<file path="src/rtl/debounce_multi_if.sv">
`default_nettype none
// ============================================================================
//  Module   : debounce_multi_if
//  Purpose  : Signal bundle between raw board inputs and the multi-channel
//             debouncer. It carries the raw pins in, the debounced levels and
//             edge pulses out, and the optional sticky change-status flags.
//  Modports : slave  - the debouncer. It takes din and sts_clr and drives the
//                      rest.
//             master - the consumer or driver side. It drives din and
//                      sts_clr and observes the rest.
//  Signals  : din       [CH_NUM]  raw asynchronous inputs
//             db_out    [CH_NUM]  debounced level
//             rise_pls  [CH_NUM]  one-cycle pulse when db_out goes 0->1
//             fall_pls  [CH_NUM]  one-cycle pulse when db_out goes 1->0
//             any_chg   [1]       OR of every rise/fall pulse
//             sts_clr   [CH_NUM]  write-1-to-clear for chg_sts
//             chg_sts   [CH_NUM]  sticky change flags
//  Revision : 1.0  initial release
// ============================================================================
interface debounce_multi_if #(
  parameter int CH_NUM = 8
);

  logic [CH_NUM-1:0] din;
  logic [CH_NUM-1:0] db_out;
  logic [CH_NUM-1:0] rise_pls;
  logic [CH_NUM-1:0] fall_pls;
  logic              any_chg;
  logic [CH_NUM-1:0] sts_clr;
  logic [CH_NUM-1:0] chg_sts;

  modport slave (
    input  din,
    input  sts_clr,
    output db_out,
    output rise_pls,
    output fall_pls,
    output any_chg,
    output chg_sts
  );

  modport master (
    output din,
    output sts_clr,
    input  db_out,
    input  rise_pls,
    input  fall_pls,
    input  any_chg,
    input  chg_sts
  );

endinterface
`default_nettype wire

</file>
<file path="src/rtl/debounce_multi.sv">
`default_nettype none
// ============================================================================
//  Module   : debounce_multi
//  Purpose  : Debouncer for slow board signals such as PRSNT#, buttons and
//             alerts, running on clk_1k. It has CH_NUM independent channels.
//             Each channel has a 2-flop synchroniser and separate rise and
//             fall filter depths. It also produces registered one-cycle edge
//             pulses.
//  Ports    : clk_1k      in   1 kHz free-running clock
//             cpld_rst_n  in   asynchronous active-low reset. Deassertion is
//                              synchronised externally.
//             bus         slave modport of debounce_multi_if. It carries din
//                         and sts_clr in, and db_out, rise_pls, fall_pls,
//                         any_chg and chg_sts out.
//  Params   : CH_NUM   number of channels (1..32)
//             DB_RISE  consecutive samples at 1 needed for db_out 0->1 (>=1)
//             DB_FALL  consecutive samples at 0 needed for db_out 1->0 (>=1)
//             RST_VAL  reset level of the synchroniser and db_out per channel
//  Config   : DEBOUNCE_STATUS_LATCH_EN
//             When defined, this builds the sticky chg_sts flags with
//             write-1-to-clear. When undefined, chg_sts is tied to zero and
//             sts_clr is ignored.
//  Latency  : When a din step is held stable, db_out follows 2+N clk_1k edges
//             later. N is DB_RISE or DB_FALL, depending on the new level.
//  Revision : 1.0  initial release
// ============================================================================
module debounce_multi #(
  parameter int               CH_NUM  = 8,
  parameter int               DB_RISE = 3,
  parameter int               DB_FALL = 1,
  parameter logic [CH_NUM-1:0] RST_VAL = {CH_NUM{1'b1}}
) (
  input  logic            clk_1k,
  input  logic            cpld_rst_n,
  debounce_multi_if.slave bus
);

  // --------------------------------------------------------------------------
  // Build-time parameter checks
  // --------------------------------------------------------------------------
  if (DB_RISE < 1) begin : g_chk_db_rise
    $error("debounce_multi: DB_RISE must be >= 1");
  end

  if (DB_FALL < 1) begin : g_chk_db_fall
    $error("debounce_multi: DB_FALL must be >= 1");
  end

  if ((CH_NUM < 1) || (CH_NUM > 32)) begin : g_chk_ch_num
    $error("debounce_multi: CH_NUM must be in 1..32");
  end

  // --------------------------------------------------------------------------
  // Constants
  // --------------------------------------------------------------------------
  localparam int c_DB_MAX = (DB_RISE > DB_FALL) ? DB_RISE : DB_FALL;
  localparam int c_CNT_W  = $clog2(c_DB_MAX + 1);

  // The last count value before the output flips is N-1. The counter never
  // goes past it.
  localparam logic [c_CNT_W-1:0] c_RISE_LAST = c_CNT_W'(DB_RISE - 1);
  localparam logic [c_CNT_W-1:0] c_FALL_LAST = c_CNT_W'(DB_FALL - 1);
  localparam logic [c_CNT_W-1:0] c_CNT_ONE   = c_CNT_W'(1);

  // --------------------------------------------------------------------------
  // State
  // --------------------------------------------------------------------------
  logic [CH_NUM-1:0]  r_s1;
  logic [CH_NUM-1:0]  r_s2;
  logic [CH_NUM-1:0]  r_db;
  logic [CH_NUM-1:0]  r_rise;
  logic [CH_NUM-1:0]  r_fall;
  logic [c_CNT_W-1:0] r_cnt [CH_NUM];

  logic [CH_NUM-1:0]  w_db_nxt;
  logic [CH_NUM-1:0]  w_rise_nxt;
  logic [CH_NUM-1:0]  w_fall_nxt;
  logic [c_CNT_W-1:0] w_cnt_nxt [CH_NUM];

  // --------------------------------------------------------------------------
  // Per-channel filter next state
  // A channel counts only while the synchronised sample disagrees with the
  // current debounced level. Any agreeing sample restarts the window. This
  // means a glitch shorter than N samples never reaches db_out. The depth N
  // is chosen by the candidate new level: a sample of 1 uses DB_RISE and a
  // sample of 0 uses DB_FALL. Because the candidate is always ~db_out while
  // counting, N cannot change mid-window.
  // --------------------------------------------------------------------------
  always_comb begin
    w_db_nxt   = r_db;
    w_rise_nxt = '0;
    w_fall_nxt = '0;
    for (int i = 0; i < CH_NUM; i++) begin
      w_cnt_nxt[i] = '0;
      if (r_s2[i] != r_db[i]) begin
        if (r_cnt[i] == (r_s2[i] ? c_RISE_LAST : c_FALL_LAST)) begin
          w_db_nxt[i]   = r_s2[i];
          w_rise_nxt[i] = r_s2[i];
          w_fall_nxt[i] = ~r_s2[i];
        end else begin
          w_cnt_nxt[i] = r_cnt[i] + c_CNT_ONE;
        end
      end
    end
  end

  // --------------------------------------------------------------------------
  // Registers
  // The synchroniser resets to RST_VAL rather than 0. Otherwise, with the pin
  // idle at the reset level, it would present a false change right after
  // reset. The edge pulses are registered together with db_out, so each pulse
  // is high in exactly the cycle where db_out first shows the new level.
  // --------------------------------------------------------------------------
  always_ff @(posedge clk_1k or negedge cpld_rst_n) begin
    if (!cpld_rst_n) begin
      r_s1   <= RST_VAL;
      r_s2   <= RST_VAL;
      r_db   <= RST_VAL;
      r_rise <= '0;
      r_fall <= '0;
      for (int i = 0; i < CH_NUM; i++) begin
        r_cnt[i] <= '0;
      end
    end else begin
      r_s1   <= bus.din;
      r_s2   <= r_s1;
      r_db   <= w_db_nxt;
      r_rise <= w_rise_nxt;
      r_fall <= w_fall_nxt;
      for (int i = 0; i < CH_NUM; i++) begin
        r_cnt[i] <= w_cnt_nxt[i];
      end
    end
  end

  assign bus.db_out   = r_db;
  assign bus.rise_pls = r_rise;
  assign bus.fall_pls = r_fall;
  assign bus.any_chg  = |(r_rise | r_fall);

  // --------------------------------------------------------------------------
  // Sticky change status
  // A new edge pulse takes priority over a coincident clear. This way, a
  // change that lands in the same cycle as software acknowledging the
  // previous one is not lost.
  // --------------------------------------------------------------------------
`ifdef DEBOUNCE_STATUS_LATCH_EN
  logic [CH_NUM-1:0] r_chg_sts;

  always_ff @(posedge clk_1k or negedge cpld_rst_n) begin
    if (!cpld_rst_n) begin
      r_chg_sts <= '0;
    end else begin
      r_chg_sts <= (r_chg_sts & ~bus.sts_clr) | r_rise | r_fall;
    end
  end

  assign bus.chg_sts = r_chg_sts;
`else
  logic [CH_NUM-1:0] w_unused_sts_clr;

  assign w_unused_sts_clr = bus.sts_clr;
  assign bus.chg_sts      = '0;
`endif

endmodule
`default_nettype wire

</file>
<file path="src/flat_wrapper.sv">
// flat-port wrapper written by rule: the top's interface ports become plain ports
module debounce_multi_flat 
#(
  parameter int               CH_NUM  = 8,
  parameter int               DB_RISE = 3,
  parameter int               DB_FALL = 1,
  parameter logic [CH_NUM-1:0] RST_VAL = {CH_NUM{1'b1}}
)
  (clk_1k, cpld_rst_n, bus_din, bus_sts_clr, bus_db_out, bus_rise_pls, bus_fall_pls, bus_any_chg, bus_chg_sts);
  debounce_multi_if #(.CH_NUM(CH_NUM)) bus_i ();
  input  logic clk_1k;
  input  logic cpld_rst_n;
  input wire logic [$bits(bus_i.din)-1:0] bus_din;
  input wire logic [$bits(bus_i.sts_clr)-1:0] bus_sts_clr;
  output wire logic [$bits(bus_i.db_out)-1:0] bus_db_out;
  output wire logic [$bits(bus_i.rise_pls)-1:0] bus_rise_pls;
  output wire logic [$bits(bus_i.fall_pls)-1:0] bus_fall_pls;
  output wire logic [$bits(bus_i.any_chg)-1:0] bus_any_chg;
  output wire logic [$bits(bus_i.chg_sts)-1:0] bus_chg_sts;
  assign bus_i.din = bus_din;
  assign bus_i.sts_clr = bus_sts_clr;
  assign bus_db_out = bus_i.db_out;
  assign bus_rise_pls = bus_i.rise_pls;
  assign bus_fall_pls = bus_i.fall_pls;
  assign bus_any_chg = bus_i.any_chg;
  assign bus_chg_sts = bus_i.chg_sts;
  debounce_multi #(.CH_NUM(CH_NUM), .DB_RISE(DB_RISE), .DB_FALL(DB_FALL), .RST_VAL(RST_VAL)) u_core (.clk_1k(clk_1k), .cpld_rst_n(cpld_rst_n), .bus(bus_i));
endmodule
</file>
<file path="config.mk">
export PLATFORM = sky130hd
export DESIGN_NAME = debounce_multi_flat
export DESIGN_NICKNAME = d
export VERILOG_FILES = /design/src/rtl/debounce_multi_if.sv /design/src/rtl/debounce_multi.sv /design/src/flat_wrapper.sv
export SDC_FILE = /design/constraint.sdc
export NUM_CORES = 1
export LEC_CHECK = 0
export ABC_AREA = 1
export CORE_MARGIN = 2
export CORE_UTILIZATION = 30
export CTS_BUF_LIST = sky130_fd_sc_hd__clkbuf_8 sky130_fd_sc_hd__clkbuf_16
export CTS_CLUSTER_SIZE = 14
export DETAILED_ROUTE_END_ITERATION = 8
export DONT_BUFFER_PORTS = 1
export HOLD_SLACK_MARGIN = 0.08
export SYNTH_ARGS = -nofsm -noshare
export SYNTH_HDL_FRONTEND = slang
export SYNTH_SLANG_ARGS = --single-unit
</file>
<file path="constraint.sdc">
create_clock -name clk_1k -period 1.4 [get_ports clk_1k]
set_clock_uncertainty 0.2 [all_clocks]
set_input_delay 0.14 -clock clk_1k [delete_from_list [all_inputs] [get_ports clk_1k]]
set_output_delay 0.14 -clock clk_1k [all_outputs]
set_load 0.05 [all_outputs]
</file>
# --- Yosys cells after proc, flatten, opt, wreduce, memory -nomap -nowiden ---
# Index checks and enable logic that the tools add are counted.
# W data, S select, Z words.
totals:
  register_bits: 56
  in_bits: 18
  output_inout_bits: 33
  elab_cells: 118
classes:
  add_sub_neg: 8
  n_eq_ne: 16
  n_mux: 56
  n_bitwise: 9
  reduce_logical: 9
ops:
  columns: ["operator", "count"]
  rows:
  - ["$mux W2", 24]
  - ["$mux W1", 32]
  - ["$add A2 B1 Y2 const B", 8]
  - ["$eq A2 B2 Y1", 8]
  - ["$reduce_and A2 Y1", 8]
  - ["$ne A1 B1 Y1", 8]
  - ["$not A1 Y1", 8]
  - ["$or A8 B8 Y8", 1]
  - ["$reduce_or A8 Y1", 1]

# --- Logic depth before layout (Yosys ltp) ---
# Gate-level depths: netlist of run 1.
depth:
  depth_word: 4
  ltp_mapped: 5
  mapped_depth_nobuf: 5

# --- Worst setup path after synthesis of run 1 ---
# Ideal clock, no wire load.
synth_timing:
  kind: "reg2out"
  from: "reg u_core.r_fall[7] (netlist: u_core.bus.fall_pls[7])"
  to: "out bus_any_chg"
  arrival_time_ns: 1.146
  slack_ns: -0.086
  stages_incl_launch_ff: 5
  n_path_buf: 0
  cell_sequence: "dfrtp_1 nor2_1 nand2_1 nor2_1 nand2_1"
synth_via:
  elab_chain_cells: 2
synth_lines:
  columns: ["item", "line_no", "rtl"]
  rows:
  - ["start, declared", "debounce_multi.sv:72", "logic [CH_NUM-1:0] r_fall;"]
  - ["start signal, assigned", "debounce_multi.sv:129", "r_fall <= w_fall_nxt;"]
  - ["$or A8 B8 Y8", "debounce_multi.sv:139", "assign bus.any_chg = |(r_rise | r_fall);"]
  - ["$reduce_or A8 Y1", "debounce_multi.sv:139", null]
  - ["end, declared", "flat_wrapper.sv:18", "output wire logic [$bits(bus_i.any_chg)-1:0] bus_any_chg;"]
# No other way between the ends.

# --- Worst setup path in the final report of run 1 ---
layout_timing:
  from: "reg u_core.r_rise[7] (netlist: u_core.bus.rise_pls[7])"
  to: "out bus_any_chg"
layout_via:
  elab_chain_cells: 2
layout_lines:
  columns: ["item", "line_no", "rtl"]
  rows:
  - ["start, declared", "debounce_multi.sv:71", "logic [CH_NUM-1:0] r_rise;"]
  - ["start signal, assigned", "debounce_multi.sv:128", "r_rise <= w_rise_nxt;"]
  - ["$or A8 B8 Y8", "debounce_multi.sv:139", null]
  - ["$reduce_or A8 Y1", "debounce_multi.sv:139", null]
# No other way between the ends.

==> results of run 1 <==
power groups by stage:
stage	registers [mW]	logic [mW]	clock network [mW]
2_1_floorplan	2.35	0.601	0
3_3_place_gp	2.06	1.11	0
3_5_place_dp	2.07	1.13	0
4_1_cts	2.04	1.30	0.977
5_1_grt	2.07	1.48	1.03
6_report	2.04	1.36	0.909
flip-flops by register name, indices dropped and copies added, names as in the netlist:
name and count:
u_core.bus.fall_pls 8, u_core.r_s1 8, u_core.r_cnt 16, u_core.r_s2 8
u_core.bus.db_out 8, u_core.bus.rise_pls 8
through the flow:
stage               power, mW  instance area, um^2
floorplan               2.954                 2351
finish                  4.303                 2945
global placement        3.175                 2599
global route            4.586                 2945
CTS                     4.319                 2888
detailed placement      3.197                 2599
cell usage in the layout, fill, tap and decap left out, drive strengths merged:
cell	count
dfrtp	32
nor2	34
clkinvlp	1
nand2	85
a21oi	8
inv	41
dlygate4sd3	8
conb	8
nand3	16
clkbuf	6
dfstp	24
and2	8
buf	33
nand4	8
routing by layer:
layer | vias up | GRT usage [%] | part of all wire [%]
li1 | 873 | - | -
met1 | 776 | 12.14 | 45
met2 | 41 | 16.36 | 46
met3 | 7 | 4.273 | 6.6
met4 | 0 | 3.856 | 2.0
met5 | - | 0 | 0
worst max-delay path: cells and delay by family (launching register included):
kind | cells | cell delay (ns)
AND/OR/NAND/NOR | 4 | 0.44
flip-flops | 1 | 0.41
path summary, 6_finish.rpt:
path | start | endpoint | slack (ns) | cells past startpoint
min in group clk_1k | u_core.r_s1[5] | u_core.r_s2[5] | 0.16 | 0
max reg2reg | u_core.bus.db_out[1] | u_core.r_cnt[12] | 0.15 | 5
min | cpld_rst_n | u_core.r_cnt[6] | -0.68 | 0
min reg2reg | u_core.r_s1[5] | u_core.r_s2[5] | 0.16 | 0
max in group asynchronous | cpld_rst_n | u_core.bus.db_out[3] | 1.48 | 0
max | u_core.bus.rise_pls[7] | bus_any_chg | -0.10 | 4
cells by family after synthesis:
kind of cell / synth area share, %
AND/OR/NAND/NOR: 27.11
AO/OA/AOI/OAI: 1.732
other: 0.1622
flip-flops: 61.90
buffers and inverters: 9.091
layout make-up:
class	count	area (um^2)	area share, %
Clock buffer	6	82.58	2.804
Timing Repair Buffer	41	380.4	12.91
Clock inverter	2	11.26	0.3823
Inverter	40	150.1	5.098
Tap cell	102	127.6	4.333
Sequential cell	56	1441	48.94
Multi-Input combinational cell	167	752.0	25.53
what timing repair did:
| action | 4_1_cts | 5_1_grt |
|---|---|---|
| setup endpoints to repair | 9 | 6 |
| gates resized for setup | 24 | 6 |
| hold endpoints to repair | 64 | 56 |
| pin swaps | 6 | 6 |
| cloned | 0 | 0 |
| setup buffers | 4 | 5 |
==> results.toml, run 1 <==
[floorplan]
start_util_pct = 30.39
dieArea_um2 = 8425
core_um2 = 7607
die_y_um = 91.79
rows = 32
die_w_um = 91.79
io_pins = 51

[synthesis]
syn_inst = 264
yosys_most_used_dff = "dfrtp_1"
synth_top_cell_by_area = "dfrtp_1"
synth_seq_cells = 56
synth_commonest_cells = "85 x nand2_1, 40 x inv_1, 34 x nor2_1"
synth_edf_count = 0
ys_top_cells_by_area = "dfrtp_1 35%, dfstp_2 27%, nand2_1 14%"
ys_types = 11
synth.most_common_cell = "nand2_1"
avgSynthCellArea_um2 = 8.758
async_flop_share_pct = 100.0
yosysSeqAreaShare_pct = 61.90
yosysWarnings = 0
synth_top_area_share_pct = 34.63
syn_area_um2 = 2312

[pwr]
p_comb_share_pct = 31.5
p_sw_share_pct = 36.07
pwr-share-clk_pct = 21.1
p_leak_nw = 1.510
p_int_mw = 2.751
pwr-share-seq_pct = 47.4
ir_worst_vdd_v = 0.0005701
switching_power_mw = 1.552
powerDensity_nw_per_um2 = 1461

[sta]
maxSlewViolCount = 0
setup_viol_count_final = 1
fin_ws_ns = -0.1020
final.period_utilization_pct = 107.3
rsz0062_at_grt = "yes"
finalSetupTns_ns = -0.1020
hold_violations = 56
period_minus_slack_ns = 1.502
fmax_mhz = 665.8
hold_ws_ns = -0.6841

[detailed_routing]
drc_errors = 0
drt-initial-drc-count = 83
drt_wl_total_um = 3910
via_per_inst = 4.099
wl_per_cell_um = 9.444
firstDrtPassIters = 4
antenna_left = 0
vias = 1697

[clock_tree]
clock_latency_ns = 0.30
h-tree-depth = 2
clockRootBuffer = "clkbuf_8"
clk_pin_slew_worst_paths_ns = 0.10
cts_buffers = 5
cts.path.max_buffers = 2
cts_hold_buf = 8
cts.sinks = 56
cts_tree = "yes"

[place]
portBuffers = 0
post-place-ws_ns = 0.09298
hpwl_um = 2712
gp_congestion = 0.7664
post-place-cells = 389

[setup_path]
critPathKind = "reg2out"
cp.required_ns = 1.06
crit_path_start_kind = "flop"
cp_slowest_cell = "dfrtp_1"
endpoint_kind = "primary output"
cpMostUsedCell = "nor2_4"
worst_ep_arrival_time_ns = 1.16
crit_path_max_incr_delay_ns = 0.41
path_cells = "nor2_4 > nand2_2 > nor2_4 > nand2_4"
worstPathMaxFanout = 2

[finish]
syn2layout_area_growth_pct = 27.38
finalNetCount = 329
fillers = 750
diodes = 0
final_util_pct = 38.72
final_layout_size_suffix_gt1_share_pct = 26.92
stdcell_count = 414

[outcome]
violations = "negative hold slack, negative setup slack"
status = "complete, but fails checks"

[global_routing]
grt_usage_pct = 10.17
grt_pass1_wl_um = 6844
antenna_found_initial = 0
overflow = 0
grt_pass1_vias = 1589
grt_max_degree = 57

[job]
maxCapViolations = 0

[hold_path]
hold_class = "in2async"
(Power assumes the default switching activity.)
==> run 2, diff against run 1 <==
--- a/config.mk
+++ b/config.mk
@@ -7,12 +7,13 @@
 export LEC_CHECK = 0
 export ABC_AREA = 1
 export CORE_MARGIN = 2
-export CORE_UTILIZATION = 30
+export CORE_UTILIZATION = 60
 export CTS_BUF_LIST = sky130_fd_sc_hd__clkbuf_8 sky130_fd_sc_hd__clkbuf_16
 export CTS_CLUSTER_SIZE = 14
 export DETAILED_ROUTE_END_ITERATION = 8
 export DONT_BUFFER_PORTS = 1
 export HOLD_SLACK_MARGIN = 0.08
+export PLACE_DENSITY = 0.76
 export SYNTH_ARGS = -nofsm -noshare
 export SYNTH_HDL_FRONTEND = slang
 export SYNTH_SLANG_ARGS = --single-unit
==> run 2 against run 1 <==
  * The run still ends with negative hold slack, negative setup slack left
  * Die area is 48% lower
  * Clock-buffer cell count fell by 1
  * Global-route usage grew 9.3 points
  * Fmax is 0.80% lower
  * First-iteration DRC count up 78%
  * Sequential share of layout area increased by 2.4 points
  * Non-clock buffer count decreased by 4
  * Critical endpoint unchanged
  * Highest routed layer unchanged
==> results.toml, run 2 (synthesis results as in run 1) <==
[clock_tree]
cts.sinks = 56
cts_tree = "yes"
cts_buffers = 5
clk_pin_slew_worst_paths_ns = 0.09
cts_hold_buf = 8
cts.path.max_buffers = 2
clock_latency_ns = 0.30
clockRootBuffer = "clkbuf_8"
h-tree-depth = 2

[setup_path]
worst_ep_arrival_time_ns = 1.17
cp.required_ns = 1.06
crit_path_start_kind = "flop"
worstPathMaxFanout = 2
rr_worst_depth = 5
critPathKind = "reg2out"
endpoint_kind = "primary output"

[finish]
largest_reg_flops = 16
final_layout_size_suffix_gt1_share_pct = 25.65
finalNetCount = 325
syn2layout_area_growth_pct = 21.48
final_cell_mix = "82 x nand2_1, 42 x inv_1, 25 x nor2_1, 24 x dfstp_2, 24 x dfrtp_1"
diodes = 0
layout_commonest_cell = "nand2_1"
fillers = 269
design_area_um2 = 2809
top_register = "u_core.r_cnt"
final_util_pct = 76.15

[global_routing]
grt_usage_pct = 19.45
grt_max_degree = 57
grt_pass1_vias = 1546
antenna_found_initial = 0
overflow = 0
grt_pass1_wl_um = 6272

[detailed_routing]
wl_per_cell_um = 10.36
via_per_inst = 4.722
drt_wl_total_um = 3689
antenna_left = 0
drt-initial-drc-count = 148
firstDrtPassIters = 4
vias = 1681
drc_errors = 0

[sta]
maxSlewViolCount = 0
fmax_mhz = 660.5
finalSetupTns_ns = -0.1141
period_minus_slack_ns = 1.514
setup_viol_count_final = 1
fin_ws_ns = -0.1141
hold_ws_ns = -0.6803
rsz0062_at_grt = "yes"
final.period_utilization_pct = 108.1
hold_violations = 56

[floorplan]
die_y_um = 66.08
core_um2 = 3689
io_pins = 51
start_util_pct = 62.69
die_w_um = 66.08
dieArea_um2 = 4367
rows = 22

[outcome]
status = "complete, but fails checks"
violations = "negative hold slack, negative setup slack"

[job]
maxCapViolations = 0

[place]
dpl_cell_area_um2 = 2531
portBuffers = 0
post-place-ws_ns = 0.09486
gp_congestion = 0.8383
hpwl_um = 2672

[pwr]
ir_worst_vdd_v = 0.0008855
p_leak_nw = 1.482
powerDensity_nw_per_um2 = 1475

[hold_path]
hold_class = "in2async"
[run 2: cell count changes in the layout (fill, tap and decap cells not counted), sizes merged]
cell      delta
buf          -4
inv          +1
clkinvlp     -1
clkbuf       -1
clkinv       +1
[run 2: power breakdown]
group	switching (mW)	internal [mW]
clock	0.465	0.337
combinational	0.852	0.436
sequential	0.182	1.87
[run 2: metrics by stage]
stage | std cells | total power [mW]
global route | 356 | 4.388
finish | 356 | 4.142
global placement | 335 | 3.162
floorplan | 271 | 2.954
detailed placement | 335 | 3.204
CTS | 351 | 4.089
[run 2: critical path: stages (launching register included)]
cell     delay [ns]
dfrtp_1        0.40
nor2_2         0.13
nand2_2        0.08
nor2_4         0.14
nand2_4        0.13
[run 2: timing repair]
action | in CTS | in global routing
setup buffers | 0 | 5
endpoints found under the setup margin | 6 | 8
endpoints found under the hold margin | 64 | 56
resized for setup | 9 | 15
pin swaps | 5 | 8
[run 2: layout make-up]
cell class	count	area, um^2	area share, %
Sequential cell	56	1441	51.31
Multi-Input combinational cell	167	737.0	26.24
Timing Repair Buffer	37	339.1	12.07
Inverter	40	150.1	5.345
Clock buffer	5	68.82	2.450
Tap cell	48	60.06	2.138
Clock inverter	3	12.51	0.4454
[run 2: worst paths after layout]
check / startpoint / to / slack [ns]
min in group clk_1k: u_core.r_s1[1] / u_core.r_s2[1] / 0.16
worst max register to register: u_core.r_s2[5] / u_core.r_cnt[4] / 0.16
worst min register to register: u_core.r_s1[1] / u_core.r_s2[1] / 0.16
max in group asynchronous: cpld_rst_n / u_core.bus.db_out[5] / 1.49
worst max-delay path: u_core.bus.rise_pls[6] / bus_any_chg / -0.11
worst min-delay path: cpld_rst_n / u_core.bus.fall_pls[2] / -0.68
[run 2: layer usage]
metal	track usage [%]	vias up	share of wire, %
met5	0	-	0
met4	9.949	0	2.5
met3	4.089	7	4.4
met2	34.38	35	51
met1	22.00	766	42
li1	-	873	-
